File: src/rtl/dda_timer.sv
`default_nettype none
// ============================================================================
// Module     : dda_timer
// Description: Step-pulse generator for one stepper axis. It consumes queued
//              move slots in order and runs a 64-bit DDA accumulator with
//              linear velocity ramping.
// Revision   : 1.0 - initial release
// ============================================================================
module dda_timer #(
    parameter int MOVE_BUFFER_BITS = 1,
    parameter int MOVE_BUFFER_SIZE = 3
) (
    input  logic                      CLK,
    input  logic                      reset,
    input  logic [7:0]                clock_divisor,
    input  logic [63:0]               move_duration,
    input  logic [63:0]               increment,
    input  logic [63:0]               incrementincrement,
    input  logic [MOVE_BUFFER_SIZE:0] stepready,
    output logic [MOVE_BUFFER_SIZE:0] stepfinished,
    output logic [MOVE_BUFFER_BITS:0] moveind,
    input  logic [MOVE_BUFFER_BITS:0] writemoveind,
    input  logic                      halt,
    output logic                      move_done,
    output logic                      step
);

    localparam logic [MOVE_BUFFER_BITS:0] IND_ONE = 1;

    typedef enum logic [1:0] {
        IDLE = 2'd0,
        LOAD = 2'd1,
        RUN  = 2'd2
    } state_t;

    state_t                    state;
    logic [63:0]               acc;
    logic [63:0]               remaining;
    logic [63:0]               incinc_r;
    // One bit wider than the increment port: the loaded value is taken as an
    // unsigned rate, and ramping below zero is seen as a set top bit.
    logic [64:0]               inc_r;
    logic [7:0]                prescale;
    logic [7:0]                step_cnt;

    logic [7:0]                div_eff;
    logic [7:0]                step_width;
    logic [MOVE_BUFFER_SIZE:0] pending;
    logic [MOVE_BUFFER_BITS:0] next_ind;
    logic [64:0]               sum;
    logic                      tick;
    logic                      finish;

    always_comb begin
        div_eff    = (clock_divisor == 8'd0) ? 8'd1 : clock_divisor;
        step_width = (div_eff < 8'd2) ? 8'd1 : (div_eff >> 1);
        pending    = stepready ^ stepfinished;
        next_ind   = moveind + IND_ONE;
        sum        = {1'b0, acc} + {1'b0, inc_r[63:0]};
        tick       = (state == RUN) && (prescale >= div_eff - 8'd1);
        finish     = ((state == LOAD) && (move_duration == 64'd0)) ||
                     (tick && (remaining == 64'd1));
    end

    always_ff @(posedge CLK or posedge reset) begin
        if (reset) begin
            state        <= IDLE;
            stepfinished <= '0;
            moveind      <= '0;
            move_done    <= 1'b1;
            step         <= 1'b0;
            step_cnt     <= '0;
            acc          <= '0;
            inc_r        <= '0;
            incinc_r     <= '0;
            remaining    <= '0;
            prescale     <= '0;
        end else if (halt) begin
            stepfinished <= stepready;
            moveind      <= writemoveind;
            acc          <= '0;
            step         <= 1'b0;
            step_cnt     <= '0;
            state        <= IDLE;
            move_done    <= 1'b1;
        end else begin
            // The pulse runs out on its own, independent of the move state.
            if (step) begin
                if (step_cnt == 8'd0) begin
                    step <= 1'b0;
                end else begin
                    step_cnt <= step_cnt - 8'd1;
                end
            end

            case (state)
                IDLE: begin
                    if (pending[moveind]) begin
                        state <= LOAD;
                    end
                end
                LOAD: begin
                    remaining <= move_duration;
                    inc_r     <= {1'b0, increment};
                    incinc_r  <= incrementincrement;
                    acc       <= '0;
                    prescale  <= '0;
                    if (move_duration != 64'd0) begin
                        move_done <= 1'b0;
                        state     <= RUN;
                    end
                end
                RUN: begin
                    prescale <= tick ? 8'd0 : prescale + 8'd1;
                    if (tick) begin
                        if (!inc_r[64]) begin
                            acc <= sum[63:0];
                            if (sum[64]) begin
                                step     <= 1'b1;
                                step_cnt <= step_width - 8'd1;
                            end
                        end
                        inc_r     <= inc_r + {incinc_r[63], incinc_r};
                        remaining <= remaining - 64'd1;
                    end
                end
                default: state <= IDLE;
            endcase

            if (finish) begin
                stepfinished[moveind] <= ~stepfinished[moveind];
                moveind               <= next_ind;
                state                 <= IDLE;
                move_done             <= ~pending[next_ind];
            end
        end
    end

endmodule
`default_nettype wire

File: config.mk
export PLATFORM = sky130hd
export DESIGN_NAME = dda_timer
export DESIGN_NICKNAME = d
export VERILOG_FILES = /design/src/rtl/dda_timer.sv
export SDC_FILE = /design/constraint.sdc
export NUM_CORES = 1
export LEC_CHECK = 0
export ABC_AREA = 1
export CORE_MARGIN = 2
export CORE_UTILIZATION = 30
export CTS_CLUSTER_SIZE = 40
export DETAILED_ROUTE_END_ITERATION = 10
export PLACE_DENSITY_LB_ADDON = 0.25
export SETUP_SLACK_MARGIN = 0.4
export SYNTH_ARGS = -nofsm -noshare
export SYNTH_HDL_FRONTEND = slang
export SYNTH_SLANG_ARGS = --single-unit
File: constraint.sdc
create_clock -name CLK -period 14.53 [get_ports CLK]
set_input_delay 2.906 -clock CLK [delete_from_list [all_inputs] [get_ports CLK]]
set_output_delay 2.906 -clock CLK [all_outputs]
set_load 0.02 [all_outputs]
After elaboration in Yosys (flattened, before gate mapping)
Cells that the tools add are included.

Output and inout port bits: 8. Word-level logic and storage cells: 106. Bits in read-only memories: 0. Memories: 0. Bits in latches: 0. Flip-flop bits (word level): 283. Bits of input ports: 209. Bits in writable memories: 0.

Shift-type cells: 0. $mul: 0. Eq/ne operators: 9. Div/mod/pow operators: 0. Magnitude comparators: 5. Bitwise gates (word level): 4. Muxes and demuxes: 48. Add/subtract/negate cells: 8. Reduce and logical (&&, ||, !) cells: 21.

Operator list (count): two-way mux 64 bit (4); one-hot mux 64 bit (2 select lines) (2); one-hot mux 65 bit (2 select lines) (1); two-way mux 8 bit (9); adder 64 x 64 -> 65 bit (1); adder 65 bit (1); two-way mux 65 bit (1); equality test 64 x 1 -> 1 bit, second input constant (1); logical NOT 64 bit (1); nonzero test 64 bit (1); subtractor 64 x 1 -> 64 bit, second input constant (1); logical NOT 8 bit (2); one-hot mux 8 bit (2 select lines) (1); subtractor 8 x 1 -> 8 bit, second input constant (2); two-way mux 1 bit (15); two-way mux 2 bit (6); != test 3 bit, second input constant (3); AND reduction 3 bit (3); nonzero test 3 bit (3); adder 8 x 1 -> 8 bit, second input constant (1); greater-or-equal comparator 8 bit (1); < comparator 8 x 2 -> 1 bit, second input constant (1); two-way mux 4 bit (2); subtractor 7 x 1 -> 8 bit, second input constant (1); 20 further kinds (31).

Logic depth before layout (Yosys ltp)
Gate-level depths: netlist (run 1).

Depth in word-level cells: 10. Depth in mapped cells: 22. Depth with buffers taken out: 22.

Least setup slack after synthesis (run 1)
Ideal clock, no wire load.

Kind: input to register. Start: input clock_divisor[2]. End: register remaining[1]. Setup time: 83 ps. Buffers on the path: 2. Setup slack: 9095 ps. Stages on the path: 22. Data required time: 14447 ps. Data arrival time: 5352 ps. Cells stage by stage: nor2_1 -> inv_1 -> nor2_1 -> nand3_1 -> inv_1 -> nor2_1 -> ha_1 -> nand2_1 -> nor3_1 -> xor2_1 -> inv_1 -> ha_1 -> nand2_1 -> nor2_1 -> nand4_1 -> nand4_1 -> nand2_1 -> inv_2 -> buf_2 -> buf_2 -> o211ai_1 -> o21ai_0.

Word-level cells in the longest chain between the ends: 7.

RTL lines: start: declaration (RTL line 15) `input logic [7:0] clock_divisor,`; logical NOT 8 bit (RTL line 55) `div_eff = (clock_divisor == 8'd0) ? 8'd1 : clock_divisor;`; two-way mux 8 bit (*) (RTL line 55); subtractor 8 x 1 -> 8 bit (*) (RTL line 60) `tick = (state == RUN) && (prescale >= div_eff - 8'd1);`; greater-or-equal comparator 8 bit (*) (RTL line 60); logical AND 1 bit (*) (RTL line 60); != test 2 bit (no line) (*); AND reduction 3 bit (no line) (*); end signal: assignment (RTL line 103) `remaining <= move_duration;`; end signal: assignment (RTL line 124) `remaining <= remaining - 64'd1;`; end: declaration (RTL line 38) `logic [63:0] remaining;`.

Every way passes the cells marked *; elsewhere a longest branch is shown, timed or not. A chain may end at the register's enable or synchronous reset.

Worst setup path after layout (run 1)
Start: input clock_divisor[3]. End: register remaining[11].

Same word-level chain as after synthesis.

==> results of run 1 <==
-- cells in the final DEF (no fill, tap or decap), types with 5 or more instances in the layout --
| master | netlist | final |
|---|---|---|
| nand3b_1 | 14 | 14 |
| bufinv_16 | 0 | 5 |
| xnor2_1 | 28 | 28 |
| a21oi_1 | 201 | 201 |
| a31oi_1 | 44 | 44 |
| xor2_1 | 55 | 55 |
| a21o_1 | 7 | 7 |
| o21ai_0 | 145 | 145 |
| nand3_1 | 267 | 267 |
| dfrtp_1 | 282 | 282 |
| clkbuf_8 | 0 | 6 |
| nand2_4 | 4 | 6 |
| o21a_1 | 5 | 5 |
| or2_2 | 23 | 23 |
| nand4_1 | 45 | 45 |
| nor2_2 | 14 | 14 |
| clkbuf_1 | 45 | 9 |
| o21ai_1 | 12 | 12 |
| inv_2 | 8 | 6 |
| o21bai_1 | 20 | 20 |
| nor2_4 | 7 | 8 |
| o211ai_1 | 11 | 11 |
| nor2_1 | 509 | 508 |
| nor3_1 | 38 | 38 |
| ha_1 | 151 | 150 |
| clkbuf_16 | 0 | 41 |
| clkdlybuf4s50_1 | 0 | 216 |
| nor4_1 | 20 | 20 |
| inv_1 | 554 | 553 |
| buf_4 | 2 | 14 |
| nand2_2 | 7 | 7 |
| nand2_1 | 1638 | 1636 |
-- power by group --
part	switching, uW	internal [uW]	total (uW)	leakage (uW)
Sequential	386	1050	1440	0.00357
Clock	407	637	1040	0.000660
Combinational	2000	970	2970	0.0114
-- registers in the layout, indices dropped and copies added, names as in the netlist, 2 cells and up --
signal and count:
state 2, step_cnt 8, inc_r 65, remaining 64
moveind 2, prescale 8, incinc_r 64, acc 64
stepfinished 4
-- metal layers --
layer,vias up,part of all wire,track usage
li1,13770,-,-
met1,12590,0.49,0.3166
met2,693,0.43,0.3389
met3,121,0.051,0.02143
met4,0,0.028,0.06364
met5,-,0,0
-- final cells by class --
| cell class | count | area [um2] |
|---|---|---|
| multi-input combinational | 3308 | 15950 |
| fill | 9218 | 53750 |
| inverter | 563 | 2126 |
| clock inverter | 13 | 214.0 |
| clock buffer | 56 | 1142 |
| sequential | 283 | 7083 |
| timing repair buffer | 230 | 2267 |
| antenna | 1 | 2.502 |
| tap | 1134 | 1419 |
-- critical path, delay by kind of cell --
kind	cells	cell delay, ns
AOI/OAI and AO/OA	2	0.43
buffers and inverters	6	2.06
xor gates and xnor gates	1	0.17
adders and majority gates	2	0.53
and+or+nand+nor	11	1.41
-- cell usage after synthesis (4+ instances only) --
cell	count
nand4_1	45
ha_1	151
nand2_2	7
dfrtp_1	282
nand3_1	267
o21bai_1	20
a21oi_1	201
o21ai_1	12
xnor2_1	28
inv_2	8
nor2_1	509
nor2_2	14
nor3_1	38
a22oi_1	4
o22ai_1	4
nand2_1	1638
xor2_1	55
buf_1	7
a21o_1	7
and3_1	4
nand3b_1	14
o211ai_1	11
nand2_4	4
o21ai_0	145
clkbuf_1	45
nor2_4	7
inv_1	554
buf_2	33
or2_2	23
nor4_1	20
o21a_1	5
a31oi_1	44
-- final timing paths --
path	depth (start not counted)	start	end	slack, ns
max	22	clock_divisor[3]	remaining[11]$_DFFE_PP0P_	7.43
min	2	incinc_r[8]$_DFFE_PP0P_	incinc_r[8]$_DFFE_PP0P_	0.48
max reg2reg	10	prescale[5]$_DFFE_PP0P_	remaining[11]$_DFFE_PP0P_	11.23
min reg2reg	2	incinc_r[8]$_DFFE_PP0P_	incinc_r[8]$_DFFE_PP0P_	0.48
max in group asynchronous	4	reset	stepfinished[1]$_DFFE_PP0P_	9.58
min in group asynchronous	2	reset	incinc_r[11]$_DFFE_PP0P_	2.87
-- through the flow --
stage / cells / utilization / hold slack [ns] / setup WS [ns]
detailed placement: 5518 / 0.3436 / 0.4720 / 6.897
CTS: 5587 / 0.3598 / 0.4849 / 7.481
finish: 5588 / 0.3598 / 0.4824 / 7.426
floorplan: 4242 / - / 0.4483 / 3.818
global placement: 5518 / 0.3436 / 0.4652 / 6.899
global route: 5588 / 0.3598 / 0.5105 / 7.069
-- logic make-up (layout without fill, tap and decap cells) --
family	after synthesis	in the layout	synth area share
flops	283	283	0.2778
compound gates	466	466	0.1003
simple gates	2605	2605	0.4193
other cells	0	1	0
mux	1	1	0.0003926
buf+inv	651	862	0.09804
xor+xnor	83	83	0.02851
fa+ha+maj	153	153	0.07566
==> run summary, run 1 <==
Pwr dens: 180.7 mW/mm2
Period utilization: 0.4889
Via count: 27.17k
Pleak: 0.01564 uW
Worst path most repeated cell: nor2_1
Syn avg cell area: 6.011 um2
Standard-cell row count: 106
Cts repair resizes: 0
Min Clock Period, post-route: 7.104 ns
Top FF cell, synth: dfrtp_1
Drt first pass iters: 6
Critical Path RT: 14.99 ns
Total core area: 0.08395 mm2
DRC Markers: 0
CTS max path bufs: 3
Initial Util: 0.3037
Max_cap viols: 0
Fmax: 140.8 MHz
Slew HR: 0.2246
Largest net degree at the start of global routing: 120
Worst-Skew Late Latency: 0.59 ns
RSZ-0062 raised after global routing: false
Share of layout cells above drive strength 1: 0.03503
Max stage delay on crit path: 0.90 ns
Crit-path cells: clkdlybuf4s50_1 > nor2_1 > inv_1 > nor2_1 > nand3_1 > inv_1 > nor2_1 > ha_1 > nand2_1 > nor3_1 > xor2_1 > inv_1 > ha_1 > nand2_1 > nor2_1 > nand4_1 > nand4_1 > nand2_4 > inv_4 > buf_4 > o221ai_1 > o21ai_0
Fin nets: 4,787
Final HPWL DP: 76,910 um
Final setup viols: 0
Seq cells post-synth: 283
Die ar.: 0.08735 mm2
DP Area: 0.02885 mm2
GP Congestion: 0.9593
CTS Hold Buffers Added: 0
CTS H-tree depth: 2
Vias in the first global route: 25.50k
Crit-path max FO: 105
Peak supply drop: 0.00009568 V
Outcome: completed
Clock Skews: 0.04378 ns
Slowest cell on the critical path: buf_4
Number of setup buffers added after CTS: 0
Clock tree from TritonCTS: yes
DIE HEIGHT: 295.5 um
Clock edge transition at the registers on the reported setup and hold paths: 0.06 ns
Routed vias/inst: 4.862
Synth area leader: dfrtp_1
Initial antenna violation count: 2
Final setup TNS: 0 ns
Syn nets: 4,604
Synth top area share: 0.2767
Seq/Total Area, Yosys: 0.2778
Routed length per instance: 17.20 um
Synth warn: 0
Total Routed Length: 96,130 um
Hold Crit Class: flop to flop
Crit path launch type: primary input
Overflow left after global routing: 0
Critical setup path kind: primary input to flop
DR iter-0 viols: 2,052
Post-route ant nets: 0
P&R area growth vs syn: 18.45%
Worst path arrival time: 7.56 ns
Worst Setup End Kind: flop
Sink Count: 283
Number of distinct library cells after synthesis: 58
GRT Util Overall: 0.2175
Asr flop ratio synth: 1.000
Post-synth EDFFs: 0
Final hold viol count: 0
Max-slew violation count: 0
Num CTS Buffers: 39
Die width: 295.5 um
Design Area, Final: 0.03021 mm2
IO Port Bufs: 216
First-pass GRT wire length: 147,200 um
Worst Tran Pin Value: 1.163 ns
Synthesized instance count: 4,242
Design Power: 5459 uW
Mapped cell area: 0.02550 mm2
CTS root buffer: clkbuf_16
I/O pin cnt: 217
Top cells by area, synth: dfrtp_1, nand2_1, inv_1, nor2_1, ha_1
Power figures use the tool's default switching activity.
==> run 2, diff against run 1 <==
- clock period: 14.53 -> 6.3 ns (I/O delays scaled with it)
==> run summary, run 2 (synthesis gave the netlist of run 1 again) <==
Largest register FFs: 65
First-pass GRT wire length: 147,900 um
Num CTS Buffers: 39
Logic pwr share: 0.547
Overflow left after global routing: 0
Cts repair resizes: 0
DRC Markers: 0
Switching power: 6411 uW
Design Area, Final: 0.03026 mm2
Design Power: 12,530 uW
Area of the multi-input gates: 0.01595 mm2
CTS root buffer: clkbuf_16
Crit-path cells: clkdlybuf4s50_1 > nor2_1 > inv_1 > nor2_1 > nand3_1 > inv_1 > nor2_1 > ha_1 > nand2_1 > nor3_1 > xor2_1 > inv_1 > ha_1 > nand2_1 > nor2_1 > nand4_1 > nand3_1 > nand4_1 > clkinv_1 > buf_4 > a22o_1
Commonest non-fill, non-tap cell in the layout: nand2_1
Initial Util: 0.3037
Critical setup path kind: primary input to flop
GP Congestion: 0.9553
Most flop-heavy register: inc_r
Clock power frac: 0.188
GRT Util Overall: 0.2186
Total Routed Length: 95,720 um
Layout fillers: 9,304
Standard-cell row count: 106
DP Area: 0.02893 mm2
Routed vias/inst: 4.834
Worst Setup End Kind: flop
Initial antenna violation count: 4
Met1 Routed Length: 46,870 um
Peak supply drop: 0.0002096 V
Number of setup buffers added after CTS: 0
DR iter-0 viols: 2,052
CTS Hold Buffers Added: 0
P&R area growth vs syn: 18.65%
Worst path arrival time: 5.34 ns
R2r endpoint: inc_r[5]$_DFFE_PP0P_
Total core area: 0.08395 mm2
Finished Layout Cells: 5,589
IO Port Bufs: 216
Commonest non-fill, non-tap cells in the layout: nand2_1, inv_1, nor2_1
DIE HEIGHT: 295.5 um
Crit-path max FO: 22
Final setup viols: 0
RSZ-0062 raised after global routing: false
Period utilization: 0.7765
CTS H-tree depth: 2
Top routing layer used: met4
Max_cap viols: 0
Fin nets: 4,789
Clock edge transition at the registers on the reported setup and hold paths: 0.06 ns
Sequential Power Share: 0.264
Slowest cell on the critical path: clkinv_1
Outcome: completed
Max-slew violation count: 0
Worst Tran Pin Value: 0.9614 ns
Post-route ant nets: 0
Largest net degree at the start of global routing: 145
Pwr dens: 414.1 mW/mm2
Die width: 295.5 um
Worst path top cell family by delay: buffers and inverters
Vias in the first global route: 25.57k
Sink Count: 283
Crit path launch type: primary input
Worst reg2reg path depth: 6
Share of layout cells above drive strength 1: 0.03592
Max stage delay on crit path: 0.68 ns
Internal Power: 6119 uW
Inst Count DP: 5,520
Worst Setup SP: clock_divisor[3]
Worst path most repeated cell: nor2_1
Critical Path RT: 6.75 ns
Clock tree from TritonCTS: yes
Drt first pass iters: 6
Final setup TNS: 0 ns
Metal3 WL: 5554 um
Hold Crit Class: flop to flop
Die ar.: 0.08735 mm2
FF-to-FF Start: state[0]$_DFFE_PP0P_
Worst R2R Setup Slack: 3.15 ns
Min Clock Period, post-route: 4.892 ns
Via count: 27.02k
Final hold viol count: 0
Clock Skews: 0.02627 ns
Critical Path Sink: acc[1]$_DFFE_PP0P_
WP depth: 21
Metal2 WL: 40,590 um
Sw frac: 0.5116
Slew HR: 0.3590
Routed length per instance: 17.13 um
I/O pin cnt: 217
Final HPWL DP: 77,060 um
FF+latch area: 0.007083 mm2
Worst-Skew Late Latency: 0.58 ns
Pleak: 0.01565 uW
Critical path buffers and inverters: 6
CTS max path bufs: 3
Fmax: 204.4 MHz
==> run 2: final cells by class <==
cell class | instances | share of cell area
clock inverters | 16 | 0.007609
clock buffers | 52 | 0.03619
multi-input cells | 3308 | 0.5271
well taps | 1134 | 0.04690
flip-flops and latches | 283 | 0.2341
inverters | 563 | 0.07014
repair buffers | 232 | 0.07791
diodes | 1 | 0.00008271
==> run 2: power groups by stage <==
stage	clock, uW	sequential (uW)	combinational [uW]
after floorplan	0	2870	4980
after global placement	0	3300	6720
after detailed placement	0	3300	6780
after CTS	2420	3280	6810
after global routing	2490	3360	7830
final	2360	3310	6860
==> run 2: worst min path at each step <==
stage / startpoint / endpoint / slack [ns] / depth (start not counted)
2_1_floorplan: acc[26]$_DFFE_PP0P_ / acc[26]$_DFFE_PP0P_ / 0.45 / 2
3_5_place_dp: incinc_r[8]$_DFFE_PP0P_ / incinc_r[8]$_DFFE_PP0P_ / 0.47 / 2
6_report: incinc_r[9]$_DFFE_PP0P_ / incinc_r[9]$_DFFE_PP0P_ / 0.48 / 2
4_1_cts: incinc_r[8]$_DFFE_PP0P_ / incinc_r[8]$_DFFE_PP0P_ / 0.48 / 2
3_3_place_gp: acc[45]$_DFFE_PP0P_ / acc[45]$_DFFE_PP0P_ / 0.47 / 2
5_1_grt: acc[35]$_DFFE_PP0P_ / acc[35]$_DFFE_PP0P_ / 0.50 / 2
==> run 2: worst register-to-register path, delay by kind of cell, from the launching register on <==
kind / cells / cell delay (ns)
flops: 1 / 0.40
compound gates: 1 / 0.22
buf+inv: 3 / 1.50
simple gates: 1 / 0.33
fa+ha+maj: 1 / 0.64
==> run 2: layer usage <==
metal | GRT usage | vias to the layer above
met1 | 0.3212 | 12360
met3 | 0.02669 | 137
met2 | 0.3335 | 745
met4 | 0.06215 | 0
met5 | 0 | -
li1 | - | 13780
==> run 2: stage by stage <==
step                hold WS [ns]    util  setup WS, ns
floorplan                 0.4483       -         1.292
global placement          0.4696  0.3446        0.8317
detailed placement        0.4703  0.3446        0.7374
CTS                       0.4831  0.3604         1.324
global route              0.5036  0.3604        0.9672
finish                    0.4816  0.3604         1.408
==> run 3, diff against run 2 <==
- clock period: 6.3 -> 4.95 ns (I/O delays scaled with it)
==> run summary, run 3 (synthesis gave the netlist of run 1 again) <==
IO Port Bufs: 216
I/O pin cnt: 217
Commonest non-fill, non-tap cells in the layout: nand2_1, inv_1, nor2_1
Most flop-heavy register: inc_r
Worst Setup SP: clock_divisor[2]
Clock tree from TritonCTS: yes
DRC Markers: 0
Clock edge transition at the registers on the reported setup and hold paths: 0.06 ns
Sink Count: 283
Overflow left after global routing: 0
Final hold viol count: 0
Final HPWL DP: 77,650 um
Initial Util: 0.3037
Max stage delay on crit path: 0.50 ns
Critical path buffers and inverters: 6
Final setup TNS: 0 ns
Largest net degree at the start of global routing: 156
CTS root buffer: clkbuf_16
Die width: 295.5 um
Outcome: completed
Worst Setup End Kind: flop
CTS H-tree depth: 2
Period utilization: 0.8185
Final Core Density: 0.3614
Peak supply drop: 0.0002787 V
Total Routed Length: 96,500 um
Area of the multi-input gates: 0.01595 mm2
GRT Util Overall: 0.2205
Clock Skews: 0.02752 ns
FF-to-FF Start: inc_r[0]$_DFFE_PP0P_
Slowest cell on the critical path: clkdlybuf4s50_1
Layout fillers: 9,265
Crit-path max FO: 55
Vias in the first global route: 25.91k
Worst path most repeated cell: nor2_1
Standard-cell row count: 106
Hold Crit Class: flop to flop
Worst R2R Setup Slack: 1.88 ns
Number of setup buffers added after CTS: 0
Worst reg2reg path depth: 17
Post-route ant nets: 0
Worst-Skew Late Latency: 0.58 ns
Pwr dens: 527.4 mW/mm2
Total core area: 0.08395 mm2
Cts repair resizes: 0
Crit-path cells: clkdlybuf4s50_1 > nor2_1 > inv_1 > nor2_1 > nand3_1 > inv_1 > nor2_1 > ha_1 > nand2_1 > nor3_1 > xor2_1 > inv_1 > ha_1 > nand2_1 > nor2_1 > nand4_1 > nand4_1 > nand2_4 > inv_4 > buf_12 > o211ai_1 > o21ai_0
Worst path arrival time: 4.54 ns
DR iter-0 viols: 2,103
RSZ-0062 raised after global routing: false
GP Congestion: 0.9494
Final setup viols: 0
P&R area growth vs syn: 18.97%
Num CTS Buffers: 38
CTS Hold Buffers Added: 0
WP depth: 22
Max-slew violation count: 0
Worst Tran Pin Value: 1.135 ns
Critical Path RT: 5.43 ns
First-pass GRT wire length: 148,800 um
Max_cap viols: 0
Worst path top cell family by delay: simple AND/OR/NAND/NOR gates
Die ar.: 0.08735 mm2
FF+latch area: 0.007083 mm2
R2r endpoint: inc_r[60]$_DFFE_PP0P_
Routed vias/inst: 4.866
Crit path launch type: primary input
Drt first pass iters: 5
Share of layout cells above drive strength 1: 0.03745
Initial antenna violation count: 5
CTS max path bufs: 3
Routed length per instance: 17.25 um
Commonest non-fill, non-tap cell in the layout: nand2_1
Slew HR: 0.2434
Critical Path Sink: inc_r[1]$_DFFE_PP0P_
Fmax: 246.8 MHz
Via count: 27.22k
Min Clock Period, post-route: 4.051 ns
DIE HEIGHT: 295.5 um
Fin nets: 4,792
Pleak: 0.01569 uW
Largest register FFs: 65
Critical setup path kind: primary input to flop
run 3: cell count changes in the layout (fill, tap and decap cells not counted), sizes merged:
cell | before | now
bufinv | 5 | 3
buf | 16 | 20
clkinv | 4 | 8
diode | 1 | 2
inv | 565 | 562
clkbuf | 52 | 54
run 3: per-stage QoR:
| stage | hold WS, ns | power [uW] | cells | area [um2] | setup WS, ns |
|---|---|---|---|---|---|
| after detailed placement | 0.4711 | 12910 | 5524 | 29000 | 0.3345 |
| after global placement | 0.4666 | 12820 | 5524 | 29000 | 0.3436 |
| after CTS | 0.4853 | 15960 | 5593 | 30330 | 0.9272 |
| final | 0.4838 | 16000 | 5595 | 30340 | 0.8986 |
| after global routing | 0.5021 | 17420 | 5594 | 30330 | 0.4647 |
| after floorplan | 0.4483 | 9997 | 4242 | 25500 | 0.2115 |
run 3: final cells by class:
| class | count | area share |
|---|---|---|
| multi-input cells | 3308 | 0.5257 |
| flip-flops and latches | 283 | 0.2335 |
| repair buffers | 236 | 0.07993 |
| inverters | 563 | 0.06995 |
| well taps | 1134 | 0.04677 |
| clock buffers | 54 | 0.03840 |
| clock inverters | 15 | 0.005650 |
| diodes | 2 | 0.0001650 |
run 3: worst min-delay path by stage:
| stage | startpoint | endpoint | slack, ns | depth (start not counted) |
|---|---|---|---|---|
| after floorplan | acc[26]$_DFFE_PP0P_ | acc[26]$_DFFE_PP0P_ | 0.45 | 2 |
| after global placement | incinc_r[4]$_DFFE_PP0P_ | incinc_r[4]$_DFFE_PP0P_ | 0.47 | 2 |
| after detailed placement | incinc_r[4]$_DFFE_PP0P_ | incinc_r[4]$_DFFE_PP0P_ | 0.47 | 2 |
| after CTS | incinc_r[9]$_DFFE_PP0P_ | incinc_r[9]$_DFFE_PP0P_ | 0.49 | 2 |
| after global routing | incinc_r[4]$_DFFE_PP0P_ | incinc_r[4]$_DFFE_PP0P_ | 0.50 | 2 |
| final | incinc_r[4]$_DFFE_PP0P_ | incinc_r[4]$_DFFE_PP0P_ | 0.48 | 2 |
run 3: routing by layer:
| metal | vias up | share of wire | track usage |
|---|---|---|---|
| li1 | 13780 | - | - |
| met1 | 12530 | 0.48 | 0.3163 |
| met4 | 2 | 0.034 | 0.07490 |
| met5 | - | 0.00015 | 0 |
| met3 | 141 | 0.064 | 0.03052 |
| met2 | 763 | 0.43 | 0.3379 |
run 3: power breakdown:
| group | internal (uW) | leakage (uW) | switching [uW] | total (uW) |
|---|---|---|---|---|
| Sequential | 3100 | 0.00357 | 1120 | 4210 |
| Clock | 1800 | 0.000650 | 1180 | 2980 |
| Combinational | 2900 | 0.0115 | 5910 | 8810 |
| Total | 7790 | 0.0157 | 8210 | 16000 |
run 3: tightest hold or removal path, stage by stage, from the launching register on:
cell	delay, ns
dfrtp_1	0.34
nand2_1	0.05
nand2_1	0.05
